===== src/rtl/rr_replay_trace_ctrl_pkg.sv =====
// Shared rr replay package.
// Run-controller state encoding.
package rr_replay_trace_ctrl_pkg;

  typedef enum logic [1:0] {
    ST_IDLE  = 2'd0,
    ST_RUN   = 2'd1,
    ST_DRAIN = 2'd2,
    ST_DONE  = 2'd3
  } rr_replay_ctrl_state_t;

endpackage


===== src/rtl/rr_replay_trace_ctrl.sv =====
// Replay run controller: gates trace packets into the decoder.
// Handles start/abort/limit/step, a drain window and run statistics.
module rr_replay_trace_ctrl
  import rr_replay_trace_ctrl_pkg::*;
#(
  parameter int DATA_WIDTH       = 512,
  parameter int LOGB_CHANNEL_CNT = 8,
  parameter int CNT_WIDTH        = 32,
  parameter int DRAIN_CYCLES     = 64
) (
  input  logic                  clk,
  input  logic                  rst,
  input  logic                  cfg_start,
  input  logic                  cfg_abort,
  input  logic                  cfg_step_mode,
  input  logic                  cfg_step,
  input  logic [CNT_WIDTH-1:0]  cfg_pkt_limit,
  input  logic                  in_valid,
  input  logic [DATA_WIDTH-1:0] in_data,
  output logic                  in_ready,
  output logic                  out_valid,
  output logic [DATA_WIDTH-1:0] out_data,
  input  logic                  out_ready,
  output logic [1:0]            st_state,
  output logic                  st_busy,
  output logic                  st_done,
  output logic [CNT_WIDTH-1:0]  st_pkt_cnt,
  output logic [CNT_WIDTH-1:0]  st_logb_cnt,
  output logic [CNT_WIDTH-1:0]  st_stall_cnt
);

  localparam int TW =
    (DRAIN_CYCLES > 1) ? $clog2(DRAIN_CYCLES) : 1;
  localparam logic [TW-1:0] TLAST =
    TW'(DRAIN_CYCLES - 1);

  rr_replay_ctrl_state_t state_q;
  logic                  credit_q;
  logic [CNT_WIDTH-1:0]  limit_q;
  logic [TW-1:0]         timer_q;
  logic [CNT_WIDTH-1:0]  pkt_q;
  logic [CNT_WIDTH-1:0]  logb_q;
  logic [CNT_WIDTH-1:0]  stall_q;

  logic gate;
  logic fire;
  logic start_ok;
  logic run_clr;
  logic lim_hit;
  logic logb_hit;
  logic stall;

  // Zero-latency gate between buffer and decoder.
  always_comb begin
    gate      = (state_q == ST_RUN) &&
                (!cfg_step_mode || credit_q);
    out_valid = in_valid && gate;
    in_ready  = out_ready && gate;
    out_data  = in_data;
    fire      = out_valid && out_ready;
    start_ok  = cfg_start && !cfg_abort;
    run_clr   = start_ok &&
                (state_q == ST_IDLE ||
                 state_q == ST_DONE);
    lim_hit   = fire && (limit_q != '0) &&
                (pkt_q + 1'b1 == limit_q);
    logb_hit  = |in_data[LOGB_CHANNEL_CNT-1:0];
    stall     = (state_q == ST_RUN) && in_valid &&
                gate && !out_ready;
  end

  // Run FSM with step credit, limit latch and drain timer.
  always_ff @(posedge clk or posedge rst) begin
    if (rst) begin
      state_q  <= ST_IDLE;
      credit_q <= 1'b0;
      limit_q  <= '0;
      timer_q  <= '0;
    end else begin
      unique case (state_q)
        ST_IDLE: begin
          if (start_ok) begin
            state_q  <= ST_RUN;
            credit_q <= 1'b0;
            limit_q  <= cfg_pkt_limit;
          end
        end
        ST_RUN: begin
          if (cfg_abort || lim_hit) begin
            state_q  <= ST_DRAIN;
            credit_q <= 1'b0;
            timer_q  <= '0;
          end else begin
            credit_q <= cfg_step |
                        (credit_q & ~fire);
          end
        end
        ST_DRAIN: begin
          if (timer_q == TLAST) begin
            state_q <= ST_DONE;
          end else begin
            timer_q <= timer_q + 1'b1;
          end
        end
        ST_DONE: begin
          if (start_ok) begin
            state_q  <= ST_RUN;
            credit_q <= 1'b0;
            limit_q  <= cfg_pkt_limit;
          end else if (cfg_abort) begin
            state_q <= ST_IDLE;
          end
        end
      endcase
    end
  end

  // Saturating run statistics, cleared when a run starts.
  always_ff @(posedge clk or posedge rst) begin
    if (rst) begin
      pkt_q   <= '0;
      logb_q  <= '0;
      stall_q <= '0;
    end else if (run_clr) begin
      pkt_q   <= '0;
      logb_q  <= '0;
      stall_q <= '0;
    end else begin
      if (fire && pkt_q != '1)
        pkt_q <= pkt_q + 1'b1;
      if (fire && logb_hit && logb_q != '1)
        logb_q <= logb_q + 1'b1;
      if (stall && stall_q != '1)
        stall_q <= stall_q + 1'b1;
    end
  end

  // Status view of the registered state.
  always_comb begin
    st_state     = state_q;
    st_busy      = (state_q == ST_RUN) ||
                   (state_q == ST_DRAIN);
    st_done      = (state_q == ST_DONE);
    st_pkt_cnt   = pkt_q;
    st_logb_cnt  = logb_q;
    st_stall_cnt = stall_q;
  end

endmodule


===== config.mk =====
export PLATFORM = sky130hd
export DESIGN_NAME = rr_replay_trace_ctrl
export DESIGN_NICKNAME = d
export VERILOG_FILES = /design/src/rtl/rr_replay_trace_ctrl_pkg.sv /design/src/rtl/rr_replay_trace_ctrl.sv
export SDC_FILE = /design/constraint.sdc
export NUM_CORES = 1
export LEC_CHECK = 0
export ABC_AREA = 1
export CAP_MARGIN = 20
export CORE_AREA = 2 2 449 451
export CTS_CLUSTER_DIAMETER = 200
export DETAILED_ROUTE_END_ITERATION = 10
export DIE_AREA = 0 0 451 453
export DONT_BUFFER_PORTS = 1
export PLACE_DENSITY = 0.3
export SLEW_MARGIN = 0
export SYNTH_ARGS = -nofsm -noshare
export SYNTH_HDL_FRONTEND = slang
export SYNTH_SLANG_ARGS = --single-unit
export TNS_END_PERCENT = 20

===== constraint.sdc =====
create_clock -name clk -period 4.5 [get_ports clk]
set_input_delay 0.675 -clock clk [delete_from_list [all_inputs] [get_ports clk]]
set_output_delay 0.675 -clock clk [all_outputs]
set_load 0.01 [all_outputs]

==> results of run 1 <==
## kinds of logic after synthesis
family                   Yosys count  synth area share, %
flip-flops                       137                 28.0
AO/OA/AOI/OAI                    170                 7.81
XOR/XNOR                          17                 1.45
adder cells (fa/ha/maj)            9                0.920
buffers and inverters            695                 37.1
AND/OR/NAND/NOR                  699                 24.7
## layer usage
metal / share of wire [%] / track usage (%) / vias to the layer above
met3: 20 / 7.35 / 246
met5: 0.62 / 1.94 / -
met4: 4.2 / 3.40 / 12
li1: - / - / 3983
met2: 46 / 12.6 / 807
met1: 29 / 6.51 / 4041
## power by group through the flow
stage	clock, mW	sequential, mW	combinational, mW
after floorplan	0	1.60	1.27
after global placement	0	1.71	1.32
after detailed placement	0	1.70	1.32
after CTS	1.69	1.68	1.32
after global routing	1.73	1.71	1.45
final	1.59	1.67	1.25
## final timing paths
kind	start	endpoint	slack (ns)	depth (start not counted)
worst min-delay path	rst	st_stall_cnt[13]$_DFFE_PP0P_	0.05	1
max in group asynchronous	rst	limit_q[7]$_DFFE_PP0P_	3.46	2
min in group clk	cfg_pkt_limit[0]	limit_q[0]$_DFFE_PP0P_	0.27	2
worst max-delay path	st_state[0]$_DFFE_PP0P_	st_logb_cnt[23]$_DFFE_PP0P_	1.12	14
worst max register to register	st_state[0]$_DFFE_PP0P_	st_logb_cnt[23]$_DFFE_PP0P_	1.12	14
worst min register to register	timer_q[3]$_DFFE_PP0P_	timer_q[3]$_DFFE_PP0P_	0.49	2
## final cells by class
class	instances	area, µm²	area share, %
Inverter	161	609	4.92
Clock inverter	15	178	1.44
Timing Repair Buffer	17	140	1.13
Sequential cell	137	3430	27.7
Tap cell	2656	3320	26.8
Multi-Input combinational cell	895	4280	34.5
Clock buffer	17	425	3.44
## sequential cells by signal, summed over array words and instances, names as in the netlist
name / flops
limit_q: 32
st_logb_cnt: 32
credit_q: 1
st_stall_cnt: 32
timer_q: 6
st_pkt_cnt: 32
st_state: 2
## cells in the final DEF, fill, tap and decap left out, types with 3 or more instances in the layout
cell type / instances
inv_8: 3
nor2_1: 140
nor3_1: 38
a221oi_1: 3
a21oi_1: 48
o22ai_1: 20
inv_1: 158
a31oi_1: 4
o31ai_1: 3
nor2_2: 3
inv_6: 7
nand3_1: 90
clkinvlp_4: 3
nor2_4: 8
xor2_1: 13
nand3b_1: 5
nor4_1: 12
nand4_1: 20
nand2_1: 368
o21ai_0: 76
clkbuf_16: 17
buf_4: 16
dfrtp_1: 137
nand2_4: 3
ha_1: 9
o21a_1: 8
==> impl_metrics.yaml, run 1 <==
global_routing:
  gr-total-overflow: 0
  grt_max_degree: 59
  grt_pass1_wl_um: 103000
  globalRouteTotalUtil_pct: 7.85
  grt_pass1_vias: 9302
  antenna_found_initial: 12
timing:
  timing.hold.ws_ns: 0.0538
  timing.fmax_ghz: 0.296
  fin_setup_tns_ns: 0
  skew_ns: 0.0243
  setup_viol: 0
  slew_headroom_pct: 33.3
  setup_ws_ns: 1.12
  min_period_ns: 3.38
  tightest_slew_ns: 0.997
  drv_slew: 0
  hold_viol: 0
  rsz0062_at_grt: "false"
  fin_crit_sh_pct: 75.0
cells_and_area:
  utilization_pct: 6.21
  n_antenna_cell: 0
  fillers: 23600
  final_cells: 3898
  fin_nets: 1790
  area_growth_syn_to_layout_pct: 1.12
  fin_area_um2: 12400
  drive_gt1_share_pct: 5.96
cts:
  clk_pin_slew_worst_paths_ns: 0.07
  cts_sinks: 137
  cts_buffer_depth: 2
  cts_tree: "built"
  clk_latency_ns: 0.52
  clockRootBuffer: "clkbuf_16"
  cts_inserted_buffers: 17
  postCtsHoldBufs: 0
  h-tree-depth: 4
  postCtsSetupBuffers: 0
  ctsResizeCount: 0
pwr:
  power_frac_comb_pct: 27.7
  power_mw: 4.50
  ir_worst_vdd_uv: 240
  power_leakage_nw: 4.17
  p_clk_share_pct: 35.2
  swShare_pct: 41.8
  power-per-cell-area_nw_per_um2: 364
  pwr-share-seq_pct: 37.1
  internal_power_mw: 2.62
  p_switching_mw: 1.88
place:
  post_dp_cell_area_um2: 11800
  io_buffers: 0
  hpwl_um: 71600
  place.gp.congestion: 0.763
  place_ws_ns: 1.02
  dp_cells: 3866
logic_synthesis:
  yosys-top-cells-count: "512 x buf_4, 368 x nand2_1, 159 x inv_1"
  syn_nets: 2288
  synth.top_cell.area_share_pct: 31.4
  synth-seq-cells: 137
  yosys_warnings: 0
  seq_area_frac_synth_pct: 28.0
  syn_area_per_cell_um2: 7.09
  synth_top_flop_cell: "dfrtp_1"
  synth-edff-count: 0
  synth_cell_types: 44
  synth_area_um2: 12200
  synth_cells: 1727
  postSynth.asyncResetShare_pct: 100
  synth_area_leaders: "buf_4 31%, dfrtp_1 28%, nand2_1 11%, inv_1 4.9%, nor2_1 4.3%"
  synth_most_common_cell: "buf_4"
  yosysTopAreaCell: "buf_4"
die:
  fp.dieH_um: 453
  num_io_pins: 1166
  die_w_um: 451
  dieArea_um2: 204000
  row_count: 164
  core_um2: 199000
  initial_core_util_pct: 6.14
setup_path:
  cp_slowest_cell: "dfrtp_1"
  crit_path_end_kind: "flop"
  crit_top_cell: "nand2_1"
  cpPeakStageDelay_ns: 0.63
  crit_path_cell_trace: "ha_1 > inv_1 > a21oi_2 > nand2_1 > nor2_4 > inv_1 > a21oi_1 > nand2_1 > nor2_2 > nand2_1 > nor3_2 > nand3_1 > o21ai_0 > nor2_1"
  cp_max_fo: 12
  cp.buffers_inverters: 2
  start_kind: "flop"
  worstPathRequired_ns: 4.89
  critPathArrivalTime_ns: 3.76
  crit_family: "simple AND/OR/NAND/NOR gates"
  setup.worst_path.class: "flop to flop"
drt:
  drt_iter0_drc: 567
  route.detailed.drc: 0
  ant_nets: 0
  vias: 9089
  via_per_inst: 2.33
  wl_per_cell_um: 21.2
  routed_wl_um: 82600
  drtPass1Iterations: 5
outcome:
  status: "finished clean"
run:
  cap_violations: 0
min_path:
  hold_class: "primary input to asynchronous set/reset pin"
Note: power is estimated with default switching activity, not from simulation.
==> inputs of run 2 (changes only) <==
- clock period: 4.5 -> 2.9 ns (I/O delays scaled with it)
==> run 2 against run 1 <==
Sequential share of layout area decreased by 1.7 points; power increased by 57%; clock power increased by 49%; combinational power up 74%; utilization increased by 0.41 points; global-route usage hardly changed; cell count is 2.6% higher; sequential power rose by 52%; register-to-register slack worse by 0.91 ns; via count grew 4.7%; flip-flop and latch count stayed put; critical path depth grew 4; highest routed layer unchanged.
==> impl_metrics.yaml, run 2 (synthesis gave the netlist of run 1 again) <==
drt:
  ant_nets: 0
  vias: 9516
  wl_per_cell_um: 20.9
  drtPass1Iterations: 5
  route.detailed.drc: 0
  drt_iter0_drc: 525
  via_per_inst: 2.38
  routed_wl_um: 83500
timing:
  slew_headroom_pct: 55.0
  min_period_ns: 2.69
  setup_viol: 0
  drv_slew: 0
  rsz0062_at_grt: "false"
  timing.fmax_ghz: 0.372
  skew_ns: 0.0231
  tightest_slew_ns: 0.673
  hold_viol: 0
  fin_crit_sh_pct: 92.8
place:
  io_buffers: 0
  hpwl_um: 72500
  dp_cells: 3950
  post_dp_cell_area_um2: 12400
  place.gp.congestion: 0.770
setup_path:
  critPathArrivalTime_ns: 3.09
  cp_slowest_cell: "dfrtp_1"
  crit_path_cell_trace: "inv_1 > ha_4 > inv_1 > a21oi_2 > nand2_1 > nor2_4 > buf_4 > nand2_1 > nor2_1 > nand3_1 > nor2_1 > nand3_1 > nor2_1 > nand3_4 > nand3_4 > nand2_4 > nand2_1 > nand2_1"
  worst-path-stages: 18
  cp_max_fo: 6
  crit_top_cell: "nand2_1"
  reg2reg_to: "timer_q[0]$_DFFE_PP0P_"
  timing.rr.start: "st_state[1]$_DFFE_PP0P_"
  endpoint: "timer_q[0]$_DFFE_PP0P_"
  crit_path_end_kind: "flop"
  cp.buffers_inverters: 3
  ff2ff_path_depth: 18
  r2r_slack_ns: 0.21
  setup.worst_path.class: "flop to flop"
  start_kind: "flop"
  crit_family: "simple AND/OR/NAND/NOR gates"
  setup.worst_path.start: "st_state[1]$_DFFE_PP0P_"
  cpPeakStageDelay_ns: 0.38
  worstPathRequired_ns: 3.30
cts:
  clk_pin_slew_worst_paths_ns: 0.07
  clk_latency_ns: 0.52
  clockRootBuffer: "clkbuf_16"
  cts_sinks: 137
  cts_inserted_buffers: 17
  h-tree-depth: 4
  cts_tree: "built"
  cts_buffer_depth: 2
cells_and_area:
  final_cell_mix: "368 x nand2_1, 157 x inv_1, 136 x nor2_1, 133 x dfrtp_1, 101 x buf_4"
  area_growth_syn_to_layout_pct: 7.80
  fillers: 23500
  drive_gt1_share_pct: 12.9
  multiInputGateArea_um2: 4320
  final_cells: 3998
  fin_nets: 1889
  fin_area_um2: 13200
  final_common_cell: "nand2_1"
  ff_latch_area_um2: 3430
die:
  die_w_um: 451
  core_um2: 199000
  row_count: 164
  dieArea_um2: 204000
  initial_core_util_pct: 6.14
  num_io_pins: 1166
  fp.dieH_um: 453
min_path:
  hold_class: "primary input to flop"
pwr:
  internal_power_mw: 4.12
  power_frac_comb_pct: 30.7
  p_clk_share_pct: 33.5
  ir_worst_vdd_uv: 296
  p_switching_mw: 2.96
  swShare_pct: 41.8
  power-per-cell-area_nw_per_um2: 537
  power_leakage_nw: 4.66
  pwr-share-seq_pct: 35.8
global_routing:
  grt_pass1_vias: 9771
  gr-total-overflow: 0
  grt_pass1_wl_um: 104000
  grt_max_degree: 74
  antenna_found_initial: 13
  globalRouteTotalUtil_pct: 7.88
outcome:
  status: "finished clean"
run:
  cap_violations: 0
## run 2: what timing repair did
action / CTS / global route
buffers inserted: 0 / 3
hold buffers: 11 / 0
cloned: 0 / 1
hold endpoints to repair: 18 / 0
setup endpoints to repair: 8 / 15
resized for setup: 1 / 12
pin swaps: 0 / 2
## run 2: routing by layer
layer  global-route usage [%]  routed length [µm]  up-vias
met1                     6.50               24300     4251
li1                         -                   -     4195
met4                     3.32                3440       10
met2                     12.6               38800      833
met3                     7.50               16500      227
met5                     1.47                 425        -
## run 2: layout make-up
cell class	count	area share [%]
multi-input combinational	896	32.7
sequential	137	26.0
antenna	1	0.0190
timing repair buffer	115	7.03
tap	2656	25.2
inverter	161	4.61
clock buffer	17	3.22
clock inverter	15	1.18
## run 2: how the worst min path moves through the flow
stage	from	depth (start not counted)	slack, ns	end
after floorplan	timer_q[3]$_DFFE_PP0P_	2	0.44	timer_q[3]$_DFFE_PP0P_
after global placement	rst	1	0.40	st_stall_cnt[25]$_DFFE_PP0P_
after detailed placement	rst	1	0.40	st_stall_cnt[25]$_DFFE_PP0P_
after CTS	cfg_pkt_limit[18]	2	0.001	limit_q[18]$_DFFE_PP0P_
after global routing	cfg_pkt_limit[17]	2	0.03	limit_q[17]$_DFFE_PP0P_
final	cfg_pkt_limit[13]	2	0.06	limit_q[13]$_DFFE_PP0P_
## run 2: power groups by stage
stage / Clock (mW) / Sequential (mW) / Combinational, mW
2_1_floorplan: 0 / 2.49 / 1.96
3_3_place_gp: 0 / 2.59 / 2.30
3_5_place_dp: 0 / 2.58 / 2.28
4_1_cts: 2.53 / 2.55 / 2.31
5_1_grt: 2.58 / 2.59 / 2.52
6_report: 2.37 / 2.54 / 2.18
## run 2: metrics by stage
step | setup TNS (ns) | setup slack [ns] | power (mW) | hold slack, ns | util (%)
after floorplan | 0 | 0.589 | 4.45 | 0.442 | -
after global placement | -0.419 | -0.0577 | 4.89 | 0.396 | 6.24
after detailed placement | -0.444 | -0.0694 | 4.87 | 0.403 | 6.24
after CTS | 0 | 0.0372 | 7.39 | 0.00112 | 6.59
after global routing | 0 | 0.00419 | 7.69 | 0.0286 | 6.62
final | 0 | 0.210 | 7.08 | 0.0598 | 6.62
## run 2: worst reg2reg max path, stage by stage, from the launching register on
cell and delay [ns]:
dfrtp_1 0.38, inv_1 0.14, ha_4 0.19, inv_1 0.06
a21oi_2 0.12, nand2_1 0.13, nor2_4 0.11, buf_4 0.17
nand2_1 0.08, nor2_1 0.10, nand3_1 0.10, nor2_1 0.16
nand3_1 0.10, nor2_1 0.18, nand3_4 0.16, nand3_4 0.17
nand2_4 0.09, nand2_1 0.09, nand2_1 0.05
